File: src/rtl/rambus_pkg.sv
// rtl/rambus_pkg.sv - shared types and widths for the rambus Wishbone master
package rambus_pkg;

    localparam int RAM_WORD_AW = 8;
    localparam int DATA_W      = 32;
    localparam int SEL_W       = 4;

    typedef enum logic [1:0] {
        IDLE = 2'd0,
        BUS  = 2'd1,
        RESP = 2'd2
    } state_t;

endpackage

File: src/rtl/rambus_rst_sync.sv
// rtl/rambus_rst_sync.sv - 2-flop reset synchroniser, async assert / sync deassert
module rambus_rst_sync (
    input  logic clk,
    input  logic rst_n,
    output logic rst_o
);

    logic [1:0] sync_q;

    always_ff @(posedge clk or negedge rst_n) begin
        if (!rst_n) begin
            sync_q <= 2'b11;
        end else begin
            sync_q <= {sync_q[0], 1'b0};
        end
    end

    assign rst_o = sync_q[1];

endmodule

File: src/rtl/rambus_wb_master.sv
// rtl/rambus_wb_master.sv - single-request Wishbone classic master for the rambus RAM
// Optional ack timeout enabled by RAMBUS_TIMEOUT_EN.
module rambus_wb_master
    import rambus_pkg::*;
#(
    parameter int ADDR_WIDTH = 10,
    parameter int TIMEOUT    = 16
) (
    input  logic                   wb_clk_i,
    input  logic                   wb_rst_ni,
    input  logic                   req_valid_i,
    output logic                   req_ready_o,
    input  logic                   req_we_i,
    input  logic [SEL_W-1:0]       req_sel_i,
    input  logic [RAM_WORD_AW-1:0] req_adr_i,
    input  logic [DATA_W-1:0]      req_dat_i,
    output logic                   rsp_valid_o,
    output logic [DATA_W-1:0]      rsp_dat_o,
    output logic                   rsp_err_o,
    output logic                   rambus_wb_clk_o,
    output logic                   rambus_wb_rst_o,
    output logic                   rambus_wb_cyc_o,
    output logic                   rambus_wb_stb_o,
    output logic                   rambus_wb_we_o,
    output logic [SEL_W-1:0]       rambus_wb_sel_o,
    output logic [DATA_W-1:0]      rambus_wb_dat_o,
    output logic [ADDR_WIDTH-1:0]  rambus_wb_adr_o,
    input  logic                   rambus_wb_ack_i,
    input  logic [DATA_W-1:0]      rambus_wb_dat_i
);

    state_t state_q, state_d;

    logic                  we_q;
    logic [SEL_W-1:0]      sel_q;
    logic [DATA_W-1:0]     dat_q;
    logic [ADDR_WIDTH-1:0] adr_q;
    logic [DATA_W-1:0]     rsp_dat_q;
    logic                  accept;
    logic                  bus_ack;
    logic                  bus_tmo;

    assign accept  = (state_q == IDLE) && req_valid_i;
    assign bus_ack = (state_q == BUS) && rambus_wb_ack_i;

`ifdef RAMBUS_TIMEOUT_EN
    localparam int CNT_W = $clog2(TIMEOUT + 1);

    logic [CNT_W-1:0] cnt_q;
    logic             rsp_err_q;

    // Ack in the last allowed cycle still wins over the timeout.
    assign bus_tmo = (state_q == BUS) && !rambus_wb_ack_i && (cnt_q == CNT_W'(TIMEOUT - 1));

    always_ff @(posedge wb_clk_i or negedge wb_rst_ni) begin
        if (!wb_rst_ni) begin
            cnt_q     <= '0;
            rsp_err_q <= 1'b0;
        end else begin
            cnt_q <= (state_q == BUS) ? cnt_q + 1'b1 : '0;
            if (bus_ack) begin
                rsp_err_q <= 1'b0;
            end else if (bus_tmo) begin
                rsp_err_q <= 1'b1;
            end
        end
    end

    assign rsp_err_o = rsp_err_q;
`else
    assign bus_tmo   = 1'b0;
    assign rsp_err_o = 1'b0;
`endif

    always_ff @(posedge wb_clk_i or negedge wb_rst_ni) begin
        if (!wb_rst_ni) begin
            state_q <= IDLE;
        end else begin
            state_q <= state_d;
        end
    end

    always_comb begin
        state_d = state_q;
        case (state_q)
            IDLE:    if (req_valid_i) state_d = BUS;
            BUS:     if (bus_ack || bus_tmo) state_d = RESP;
            RESP:    state_d = IDLE;
            default: state_d = IDLE;
        endcase
    end

    always_ff @(posedge wb_clk_i or negedge wb_rst_ni) begin
        if (!wb_rst_ni) begin
            we_q      <= 1'b0;
            sel_q     <= '0;
            dat_q     <= '0;
            adr_q     <= '0;
            rsp_dat_q <= '0;
        end else begin
            if (accept) begin
                we_q  <= req_we_i;
                sel_q <= req_sel_i;
                dat_q <= req_dat_i;
                adr_q <= ADDR_WIDTH'({req_adr_i, 2'b00});
            end
            if (bus_ack) begin
                rsp_dat_q <= we_q ? '0 : rambus_wb_dat_i;
            end else if (bus_tmo) begin
                rsp_dat_q <= '0;
            end
        end
    end

    rambus_rst_sync u_rst_sync (
        .clk   (wb_clk_i),
        .rst_n (wb_rst_ni),
        .rst_o (rambus_wb_rst_o)
    );

    assign req_ready_o     = (state_q == IDLE);
    assign rsp_valid_o     = (state_q == RESP);
    assign rsp_dat_o       = rsp_dat_q;
    assign rambus_wb_clk_o = wb_clk_i;
    assign rambus_wb_cyc_o = (state_q == BUS);
    assign rambus_wb_stb_o = (state_q == BUS);
    assign rambus_wb_we_o  = we_q;
    assign rambus_wb_sel_o = sel_q;
    assign rambus_wb_dat_o = dat_q;
    assign rambus_wb_adr_o = adr_q;

endmodule

File: config.mk
export PLATFORM = sky130hd
export DESIGN_NAME = rambus_wb_master
export DESIGN_NICKNAME = d
export VERILOG_FILES = /design/src/rtl/rambus_pkg.sv /design/src/rtl/rambus_rst_sync.sv /design/src/rtl/rambus_wb_master.sv
export SDC_FILE = /design/constraint.sdc
export NUM_CORES = 1
export LEC_CHECK = 0
export ABC_CLOCK_PERIOD_IN_PS = 1480
export CAP_MARGIN = 20
export CORE_UTILIZATION = 41
export CTS_CLUSTER_SIZE = 8
export DETAILED_ROUTE_END_ITERATION = 6
export PLACE_DENSITY = 0.82
export SLEW_MARGIN = 20
export SYNTH_ARGS = -nofsm -noshare
export SYNTH_HDL_FRONTEND = slang
export SYNTH_HIERARCHICAL = 1
export SYNTH_SLANG_ARGS = --single-unit
File: constraint.sdc
create_clock -name wb_clk_i -period 1.48 [get_ports wb_clk_i]
set_input_delay 0.222 -clock wb_clk_i [delete_from_list [all_inputs] [get_ports wb_clk_i]]
set_output_delay 0.222 -clock wb_clk_i [all_outputs]
set_load 0.1 [all_outputs]
# --- Word-level counts from Yosys, hierarchy flattened ---
# Index checks and enable logic that the tools add are counted.
totals:
  regBits: 81
  latchBits: 0
  ramBits: 0
  romBits: 0
  inputBits: 81
  out_inout_bits: 86
  wordCells: 19
  n_memories: 0
classes:
  add_sub_neg: 0
  multipliers: 0
  div: 0
  order_cmp: 0
  eq_ne: 4
  shifts: 0
  n_mux: 4
  bitwise_logic: 0
  reduce_logical: 4
ops:
  columns: ["cell", "count"]
  rows:
  - ["32-bit two-way mux", 1]
  - ["2-bit two-way mux", 2]
  - ["2-bit case mux with 2 select lines", 1]
  - ["2-bit by 1-bit equality test with 1-bit output (second input constant)", 1]
  - ["2-bit equality test (second input constant)", 1]
  - ["1-bit logical AND", 2]
  - ["2-bit logical NOT", 1]
  - ["2-bit by 1-bit != test with 1-bit output (second input constant)", 1]
  - ["2-bit != test (second input constant)", 1]
  - ["2-bit AND reduction", 1]

# --- Longest topological paths before layout ---
# Gate-level depths: netlist of run 1.
logic_depth:
  ltp_word: 4
  depth_mapped: 4
  ltp_nobuf: 2

# --- By module ---
# Netlist of run 1, hierarchy kept.
by_module_without_submodules:
  columns: ["mod", "instances", "cells_each", "area_each_um2", "seq_area_each_um2"]
  rows:
  - ["rambus_wb_master", 1, 214, 3384.5, 1976.9]
  - ["rambus_rst_sync", 1, 3, 56.3, 52.6]

==> results.sh, run 1 <==
export IMPL_grt_max_degree=39
export IMPL_first_global_vias=2763
export IMPL_syn_area_um2=3441
export IMPL_violations="setup timing"
export IMPL_hold_class="in -> async"
export IMPL_wl_per_cell_um=18.60
export IMPL_fin_area_um2=6529
export IMPL_drt_initial_drc_count=56
export IMPL_setup_ws_ns=-0.1664
export IMPL_initial_core_util_pct=42.09
export IMPL_status="complete, but fails checks"
export IMPL_clkTransAtPathRegs_ns=0.08
export IMPL_syn_to_final_growth_pct=89.75
export IMPL_die_w_um=93.61
export IMPL_overflow=0
export IMPL_min_period_over_period_pct=111.2
export IMPL_die_area_um2=8763
export IMPL_antenna_found_initial=0
export IMPL_seq_area_frac_synth_pct=58.98
export IMPL_hpwlAfterDp_um=6226
export IMPL_ys_seq_elements=81
export IMPL_drv_slew=0
export IMPL_finClkSkew_ns=0.009143
export IMPL_synth_cell_types=16
export IMPL_use_met1_pct=25.42
export IMPL_cpMaxStageDelayCell="dfrtp_1"
export IMPL_fmax_mhz=607.4
export IMPL_start_kind="flip-flop"
export IMPL_path_class="reg -> out"
export IMPL_globalplace_congestion=0.7165
export IMPL_viasPerCell=4.765
export IMPL_rsz0062_at_grt="yes"
export IMPL_wl_um=9506
export IMPL_cp_max_fo=4
export IMPL_ios=167
export IMPL_yosys_warnings=6
export IMPL_max_stage_delay_ns=0.41
export IMPL_grt_pass1_wl_um=14410
export IMPL_hold_violations=0
export IMPL_dr_pass1_iters=4
export IMPL_cp_arrival_ns=1.42
export IMPL_ant_nets=0
export IMPL_synthCells=217
export IMPL_port_buffers=163
export IMPL_layout_commonest_cell="buf_12"
export IMPL_final_cell_mix="buf_12, clkdlybuf4s50_1, dfrtp_1, mux2_4, mux2_2"
export IMPL_cts_tree="built"
export IMPL_busiest_layer="met2"
export IMPL_antenna_cells=0
export IMPL_grt_usage_pct=22.07
export IMPL_core_rowCount=33
export IMPL_min_period_ns=1.646
export IMPL_drc=0
export IMPL_drive_gt1_share_pct=50.99
export IMPL_use_met2_pct=38.48
export IMPL_chipHeight_um=93.61
export IMPL_nFillCells=453
export IMPL_final_setup_viol_count=61
export IMPL_use_met3_pct=6.016
export IMPL_postSynthAreaPerCell_um2=15.86
export IMPL_num_vias=2435
export IMPL_nets=483
export IMPL_worst_setup_path_end_kind="primary output"
export IMPL_core_area_um2=8175
export IMPL_drv_cap=0
export IMPL_placed_area_um2=6000
export IMPL_clk_latency_ns=0.44
export IMPL_cp_required_ns=1.26
export IMPL_cp_cell_sequence="buf_6 -> and2b_4 -> buf_12"
==> per-stage QoR <==
stage | hold slack, ns | cells | setup slack, ns | setup TNS (ns) | utilization [%]
2_1_floorplan | -0.07359 | 219 | 0.01429 | 0 | -
3_3_place_gp | 0.1146 | 480 | -0.4216 | -14.53 | 73.39
3_5_place_dp | 0.1140 | 480 | -0.4216 | -18.72 | 73.39
4_1_cts | 0.1991 | 506 | -0.1700 | -4.843 | 78.82
5_1_grt | 0.2167 | 511 | -0.1990 | -7.764 | 79.86
6_report | 0.2129 | 511 | -0.1664 | -5.328 | 79.86
==> metal layers <==
layer | part of all wire, % | wire length (um)
met4 | 2.2 | 208
met3 | 6.4 | 605
met2 | 53 | 5036
met5 | 0 | 0
met1 | 38 | 3655
==> sequential cells by signal, indices dropped and copies added, names as in the netlist <==
name               count
state_q                2
rsp_dat_o             32
u_rst_sync/sync_q      2
rambus_wb_sel_o        4
rambus_wb_dat_o       32
rambus_wb_we_o         1
rambus_wb_adr_o        8
==> cell families (layout without fill, tap and decap cells) <==
| kind of cell | after synthesis | count (layout) | synth area share [%] |
|---|---|---|---|
| and+or+nand+nor | 39 | 39 | 7.273 |
| buffers and inverters | 17 | 204 | 5.018 |
| DFF | 81 | 81 | 58.98 |
| other | 2 | 4 | 0.2183 |
| muxes | 77 | 77 | 28.36 |
| AOI/OAI and AO/OA | 1 | 1 | 0.1453 |
==> critical path, delay by kind of cell (launching register included) <==
kind          cells  cell delay (ns)
buf+inv           2             0.32
flops             1             0.41
simple gates      1             0.27
==> Yosys cell counts <==
| master | instances | area [um2] |
|---|---|---|
| nor3b_1 | 1 | 7.510 |
| dfstp_2 | 2 | 52.55 |
| and3b_1 | 1 | 8.760 |
| nand2b_1 | 2 | 12.51 |
| buf_12 | 3 | 60.06 |
| dfrtp_1 | 79 | 1977 |
| buf_6 | 5 | 56.30 |
| mux2_2 | 48 | 540.5 |
| conb_1 | 2 | 7.510 |
| a21oi_1 | 1 | 5.000 |
| mux2_4 | 29 | 435.4 |
| nor2b_1 | 30 | 187.7 |
| buf_4 | 6 | 45.04 |
| nor2_1 | 1 | 3.750 |
| and2b_1 | 4 | 30.03 |
| clkbuf_1 | 3 | 11.26 |
==> area by class of cell <==
type / count / area [um2] / share of cell area (%)
well taps: 105 / 131.4 / 2.012
multi-input cells: 121 / 1326 / 20.31
clock inverters: 3 / 65.06 / 0.9966
flip-flops and latches: 81 / 2033 / 31.14
clock buffers: 16 / 200.2 / 3.066
repair buffers: 185 / 2773 / 42.47
==> worst paths after layout <==
kind	from	to	slack, ns	cells past startpoint
max	state_q[1]$_DFFE_PN0P_	rambus_wb_cyc_o	-0.17	3
min	wb_rst_ni	rsp_dat_o[15]$_DFFE_PN0P_	0.21	2
max reg2reg	state_q[1]$_DFFE_PN0P_	rambus_wb_dat_o[13]$_DFFE_PN0P_	-0.14	5
min reg2reg	u_rst_sync/sync_q[0]$_DFF_PN1_	u_rst_sync/sync_q[1]$_DFF_PN1_	0.36	0
max in group asynchronous	wb_rst_ni	rambus_wb_we_o$_DFFE_PN0P_	0.77	3
min in group wb_clk_i	u_rst_sync/sync_q[0]$_DFF_PN1_	u_rst_sync/sync_q[1]$_DFF_PN1_	0.36	0
==> timing repair <==
action,CTS,global route
hold buffers,1,0
pin swaps,0,1
gates resized for setup,26,3
setup endpoints to repair,39,80
endpoints found under the hold margin,81,0
cloned,2,4
buffers inserted,5,2
Power of run 1 is not shown: default switching activity piles up to over one toggle a cycle in this logic, so the estimate is an artifact.
==> run 2, diff against run 1 <==
--- a/config.mk
+++ b/config.mk
@@ -7,10 +7,11 @@
 export LEC_CHECK = 0
 export ABC_CLOCK_PERIOD_IN_PS = 1480
 export CAP_MARGIN = 20
-export CORE_UTILIZATION = 41
+export CORE_UTILIZATION = 49
 export CTS_CLUSTER_SIZE = 8
 export DETAILED_ROUTE_END_ITERATION = 6
-export PLACE_DENSITY = 0.82
+export DONT_BUFFER_PORTS = 1
+export PLACE_DENSITY = 0.65
 export SLEW_MARGIN = 20
 export SYNTH_ARGS = -nofsm -noshare
 export SYNTH_HDL_FRONTEND = slang
==> results.sh, run 2 (synthesis gave the netlist of run 1 again) <==
export IMPL_root_buffer="clkbuf_8"
export IMPL_initial_core_util_pct=50.64
export IMPL_overflow=0
export IMPL_hold_violations=81
export IMPL_dr_pass1_iters=4
export IMPL_first_global_vias=2132
export IMPL_port_buffers=0
export IMPL_grt_max_degree=82
export IMPL_cp_arrival_ns=1.32
export IMPL_globalplace_congestion=0.7360
export IMPL_cts_sinks=81
export IMPL_cpMaxStageDelayCell="dfrtp_1"
export IMPL_final_setup_viol_count=27
export IMPL_min_period_over_period_pct=104.3
export IMPL_fin_tns_setup_ns=-0.5836
export IMPL_core_rowCount=30
export IMPL_setup_ws_ns=-0.06305
export IMPL_drc=0
export IMPL_die_area_um2=7361
export IMPL_clkTransAtPathRegs_ns=0.09
export IMPL_cp_required_ns=1.26
export IMPL_wl_per_cell_um=19.33
export IMPL_ctsLongestPathBuffers=2
export IMPL_layout_commonest_cell="dfrtp_1"
export IMPL_drv_slew=0
export IMPL_cts_tree="built"
export IMPL_worst_setup_path_end_kind="primary output"
export IMPL_hold_slack_ns=-0.4335
export IMPL_worst_pin_slew_ns=0.5082
export IMPL_viasPerCell=4.985
export IMPL_htreeDepth=3
export IMPL_cpLargestDelayFamily="flip-flops"
export IMPL_path_class="reg -> out"
export IMPL_max_stage_delay_ns=0.43
export IMPL_grt_pass1_wl_um=10780
export IMPL_ant_nets=0
export IMPL_hpwlAfterDp_um=4559
export IMPL_cp_cell_sequence="buf_6 -> and2b_4 -> buf_12"
export IMPL_hold_class="in -> async"
export IMPL_slew_headroom_pct=66.20
export IMPL_cp_max_fo=5
export IMPL_fmax_mhz=648.1
export IMPL_cts_buffers=9
export IMPL_grt_usage_pct=19.61
export IMPL_antenna_cells=0
export IMPL_rsz0062_at_grt="yes"
export IMPL_min_period_ns=1.543
export IMPL_final_cell_mix="dfrtp_1, mux2_4, buf_4, nor2b_1, clkbuf_8"
export IMPL_core_area_um2=6794
export IMPL_syn_to_final_growth_pct=39.64
export IMPL_wl_um=7885
export IMPL_antenna_found_initial=0
export IMPL_nets=388
export IMPL_violations="hold timing, setup timing"
export IMPL_die_w_um=85.80
export IMPL_drive_gt1_share_pct=62.50
export IMPL_chipHeight_um=85.80
export IMPL_drt_initial_drc_count=57
export IMPL_clk_latency_ns=0.33
export IMPL_start_kind="flip-flop"
export IMPL_ios=167
export IMPL_crit_buf_inv=2
export IMPL_num_vias=2034
export IMPL_nFillCells=452
export IMPL_drv_cap=0
export IMPL_status="complete, but fails checks"
export IMPL_finClkSkew_ns=0.009018
-- run 2: stage by stage --
| step | utilization, % | hold WS, ns | instances | cell area (um2) | setup WS (ns) |
|---|---|---|---|---|---|
| floorplan | - | -0.07359 | 219 | 3463 | 0.01429 |
| global placement | 60.70 | -0.07219 | 381 | 4124 | 0.05885 |
| detailed placement | 60.70 | -0.07279 | 381 | 4124 | -0.06854 |
| CTS | 65.99 | -0.4545 | 402 | 4483 | -0.07942 |
| global route | 70.72 | -0.4593 | 408 | 4805 | -0.1099 |
| finish | 70.72 | -0.4335 | 408 | 4805 | -0.06305 |
-- run 2: worst reg2reg max path: stages, from the launching register on --
cell       delay, ns
dfrtp_2         0.46
and3b_2         0.41
clkbuf_16       0.23
mux2_4          0.31
-- run 2: final timing paths --
| path | startpoint | end | slack [ns] | cells past startpoint |
|---|---|---|---|---|
| min | wb_rst_ni | rambus_wb_dat_o[3]$_DFFE_PN0P_ | -0.43 | 0 |
| max | state_q[0]$_DFFE_PN0P_ | rambus_wb_cyc_o | -0.06 | 3 |
| max in group asynchronous | wb_rst_ni | u_rst_sync/sync_q[0]$_DFF_PN1_ | 1.71 | 0 |
| min reg2reg | u_rst_sync/sync_q[0]$_DFF_PN1_ | u_rst_sync/sync_q[1]$_DFF_PN1_ | 0.35 | 0 |
| min in group wb_clk_i | req_dat_i[12] | rambus_wb_dat_o[12]$_DFFE_PN0P_ | 0.02 | 1 |
| max reg2reg | state_q[1]$_DFFE_PN0P_ | rsp_dat_o[15]$_DFFE_PN0P_ | -0.04 | 3 |
-- run 2: cell type report --
cell class	instances	area, um2	share of cell area, %
flip-flops and latches	81	2034	42.34
multi-input cells	121	1443	30.03
repair buffers	94	972.2	20.23
clock buffers	10	127.6	2.656
well taps	96	120.1	2.500
clock inverters	6	107.6	2.240
-- run 2: per-layer routing --
layer / up-vias / track usage (%) / wire [um]
li1: 901 / - / -
met1: 1026 / 23.71 / 3410
met2: 96 / 32.29 / 3828
met3: 11 / 7.122 / 522
met4: 0 / 7.424 / 124
met5: - / 0 / 0
-- run 2: timing repair --
item / 4_1_cts / 5_1_grt
hold endpoints to repair: 81 / 81
buffers inserted: 2 / 0
resized for setup: 9 / 49
pin swaps: 1 / 0
endpoints found under the setup margin: 51 / 34
gates cloned: 3 / 6
Power of run 2 is left out for the same reason.
==> run 3, diff against run 2 <==
--- a/config.mk
+++ b/config.mk
@@ -7,11 +7,11 @@
 export LEC_CHECK = 0
 export ABC_CLOCK_PERIOD_IN_PS = 1480
 export CAP_MARGIN = 20
-export CORE_UTILIZATION = 49
+export CORE_UTILIZATION = 30
 export CTS_CLUSTER_SIZE = 8
 export DETAILED_ROUTE_END_ITERATION = 6
 export DONT_BUFFER_PORTS = 1
-export PLACE_DENSITY = 0.65
+export PLACE_DENSITY = 0.45
 export SLEW_MARGIN = 20
 export SYNTH_ARGS = -nofsm -noshare
 export SYNTH_HDL_FRONTEND = slang
==> results.sh, run 3 (synthesis gave the netlist of run 1 again) <==
export IMPL_clk_latency_ns=0.34
export IMPL_htreeDepth=3
export IMPL_grt_pass1_wl_um=10780
export IMPL_globalplace_congestion=0.6457
export IMPL_clkTransAtPathRegs_ns=0.06
export IMPL_cp_arrival_ns=1.27
export IMPL_num_vias=1975
export IMPL_core_rowCount=38
export IMPL_die_area_um2=11900
export IMPL_path_class="reg -> out"
export IMPL_root_buffer="clkbuf_16"
export IMPL_dr_pass1_iters=4
export IMPL_min_period_ns=1.497
export IMPL_cp_required_ns=1.26
export IMPL_cts_sinks=81
export IMPL_worst_pin_slew_ns=0.5057
export IMPL_chipHeight_um=109.1
export IMPL_wl_um=7830
export IMPL_ctsLongestPathBuffers=2
export IMPL_cp_max_fo=5
export IMPL_hold_violations=81
export IMPL_grt_usage_pct=12.66
export IMPL_drv_cap=0
export IMPL_ios=167
export IMPL_worst_setup_path_end_kind="primary output"
export IMPL_nets=385
export IMPL_max_stage_delay_ns=0.42
export IMPL_hold_class="in -> async"
export IMPL_core_area_um2=10980
export IMPL_grt_max_degree=82
export IMPL_layout_commonest_cell="dfrtp_1"
export IMPL_final_setup_viol_count=3
export IMPL_cts_tree="built"
export IMPL_cp_cell_sequence="buf_6 -> and2b_4 -> buf_12"
export IMPL_status="complete, but fails checks"
export IMPL_drt_initial_drc_count=67
export IMPL_violations="hold timing, setup timing"
export IMPL_drc=0
export IMPL_port_buffers=0
export IMPL_setup_ws_ns=-0.01662
export IMPL_hpwlAfterDp_um=4714
export IMPL_slew_headroom_pct=66.36
export IMPL_antenna_cells=0
export IMPL_ant_nets=0
export IMPL_die_w_um=109.1
export IMPL_finClkSkew_ns=0.004003
export IMPL_drive_gt1_share_pct=62.14
export IMPL_cpMaxStageDelayCell="dfrtp_1"
export IMPL_first_global_vias=1962
export IMPL_final_cell_mix="dfrtp_1, buf_4, mux2_2, mux2_4, nor2b_1"
export IMPL_drv_slew=0
export IMPL_nFillCells=1024
export IMPL_cpLargestDelayFamily="flip-flops"
export IMPL_cts_buffers=9
export IMPL_wl_per_cell_um=17.44
export IMPL_fmax_mhz=668.2
export IMPL_min_period_over_period_pct=101.1
export IMPL_initial_core_util_pct=31.33
export IMPL_antenna_found_initial=0
export IMPL_viasPerCell=4.399
export IMPL_crit_buf_inv=2
export IMPL_start_kind="flip-flop"
export IMPL_rsz0062_at_grt="yes"
export IMPL_hold_slack_ns=-0.4290
export IMPL_overflow=0
export IMPL_syn_to_final_growth_pct=34.44
run 3: cell types whose count changed in the layout (fill, tap and decap cells not counted), moves of 3 or more:
| cell | before | now |
|---|---|---|
| clkbuf_8 | 9 | 2 |
| mux2_4 | 76 | 30 |
| bufinv_16 | 3 | 0 |
| buf_16 | 3 | 0 |
| mux2_2 | 1 | 47 |
| clkbuf_16 | 5 | 11 |
run 3: path summary, 6_finish.rpt:
kind	from	endpoint	slack [ns]	cells past startpoint
max reg2reg	state_q[1]$_DFFE_PN0P_	rambus_wb_dat_o[1]$_DFFE_PN0P_	0.02	4
max in group asynchronous	wb_rst_ni	u_rst_sync/sync_q[0]$_DFF_PN1_	1.70	0
min in group wb_clk_i	req_valid_i	state_q[0]$_DFFE_PN0P_	0.03	2
min reg2reg	u_rst_sync/sync_q[0]$_DFF_PN1_	u_rst_sync/sync_q[1]$_DFF_PN1_	0.36	0
min	wb_rst_ni	rambus_wb_adr_o[8]$_DFFE_PN0P_	-0.43	0
max	state_q[0]$_DFFE_PN0P_	rambus_wb_stb_o	-0.02	3
run 3: layout make-up:
cell class,instances,area (um2),share of cell area [%]
Sequential cell,81,2034,43.98
Clock inverter,4,27.53,0.5951
Timing Repair Buffer,91,857.1,18.53
Clock buffer,12,256.5,5.545
Multi-Input combinational cell,121,1275,27.56
Tap cell,140,175.2,3.787
run 3: metrics by stage:
step / area (um2) / setup slack, ns / utilization (%) / TNS [ns] / instances
finish: 4626 / -0.01662 / 42.12 / -0.03484 / 449
CTS: 4538 / -0.007805 / 41.32 / -0.01247 / 445
global placement: 4214 / 0.03612 / 38.37 / 0 / 428
global route: 4626 / -0.06761 / 42.12 / -0.3837 / 449
detailed placement: 4214 / 0.02142 / 38.37 / 0 / 428
floorplan: 3463 / 0.01429 / - / 0 / 219
run 3: worst reg2reg max path: stages (launching register included):
cell	delay, ns
dfrtp_2	0.44
nor3b_4	0.20
buf_6	0.17
clkbuf_16	0.18
mux2_2	0.35
run 3: per-layer routing:
layer	global-route usage (%)	routed length, um	vias to the layer above
met2	18.69	3657	87
met4	5.598	139	0
met5	0	0	-
met3	6.216	588	9
li1	-	-	901
met1	15.49	3445	978
run 3: timing repair:
item,4_1_cts,5_1_grt
gates cloned,0,3
endpoints found under the hold margin,81,81
resized for setup,6,8
pin swaps,1,1
buffers inserted,1,1
setup endpoints to repair,6,49
Power of run 3 is left out for the same reason.
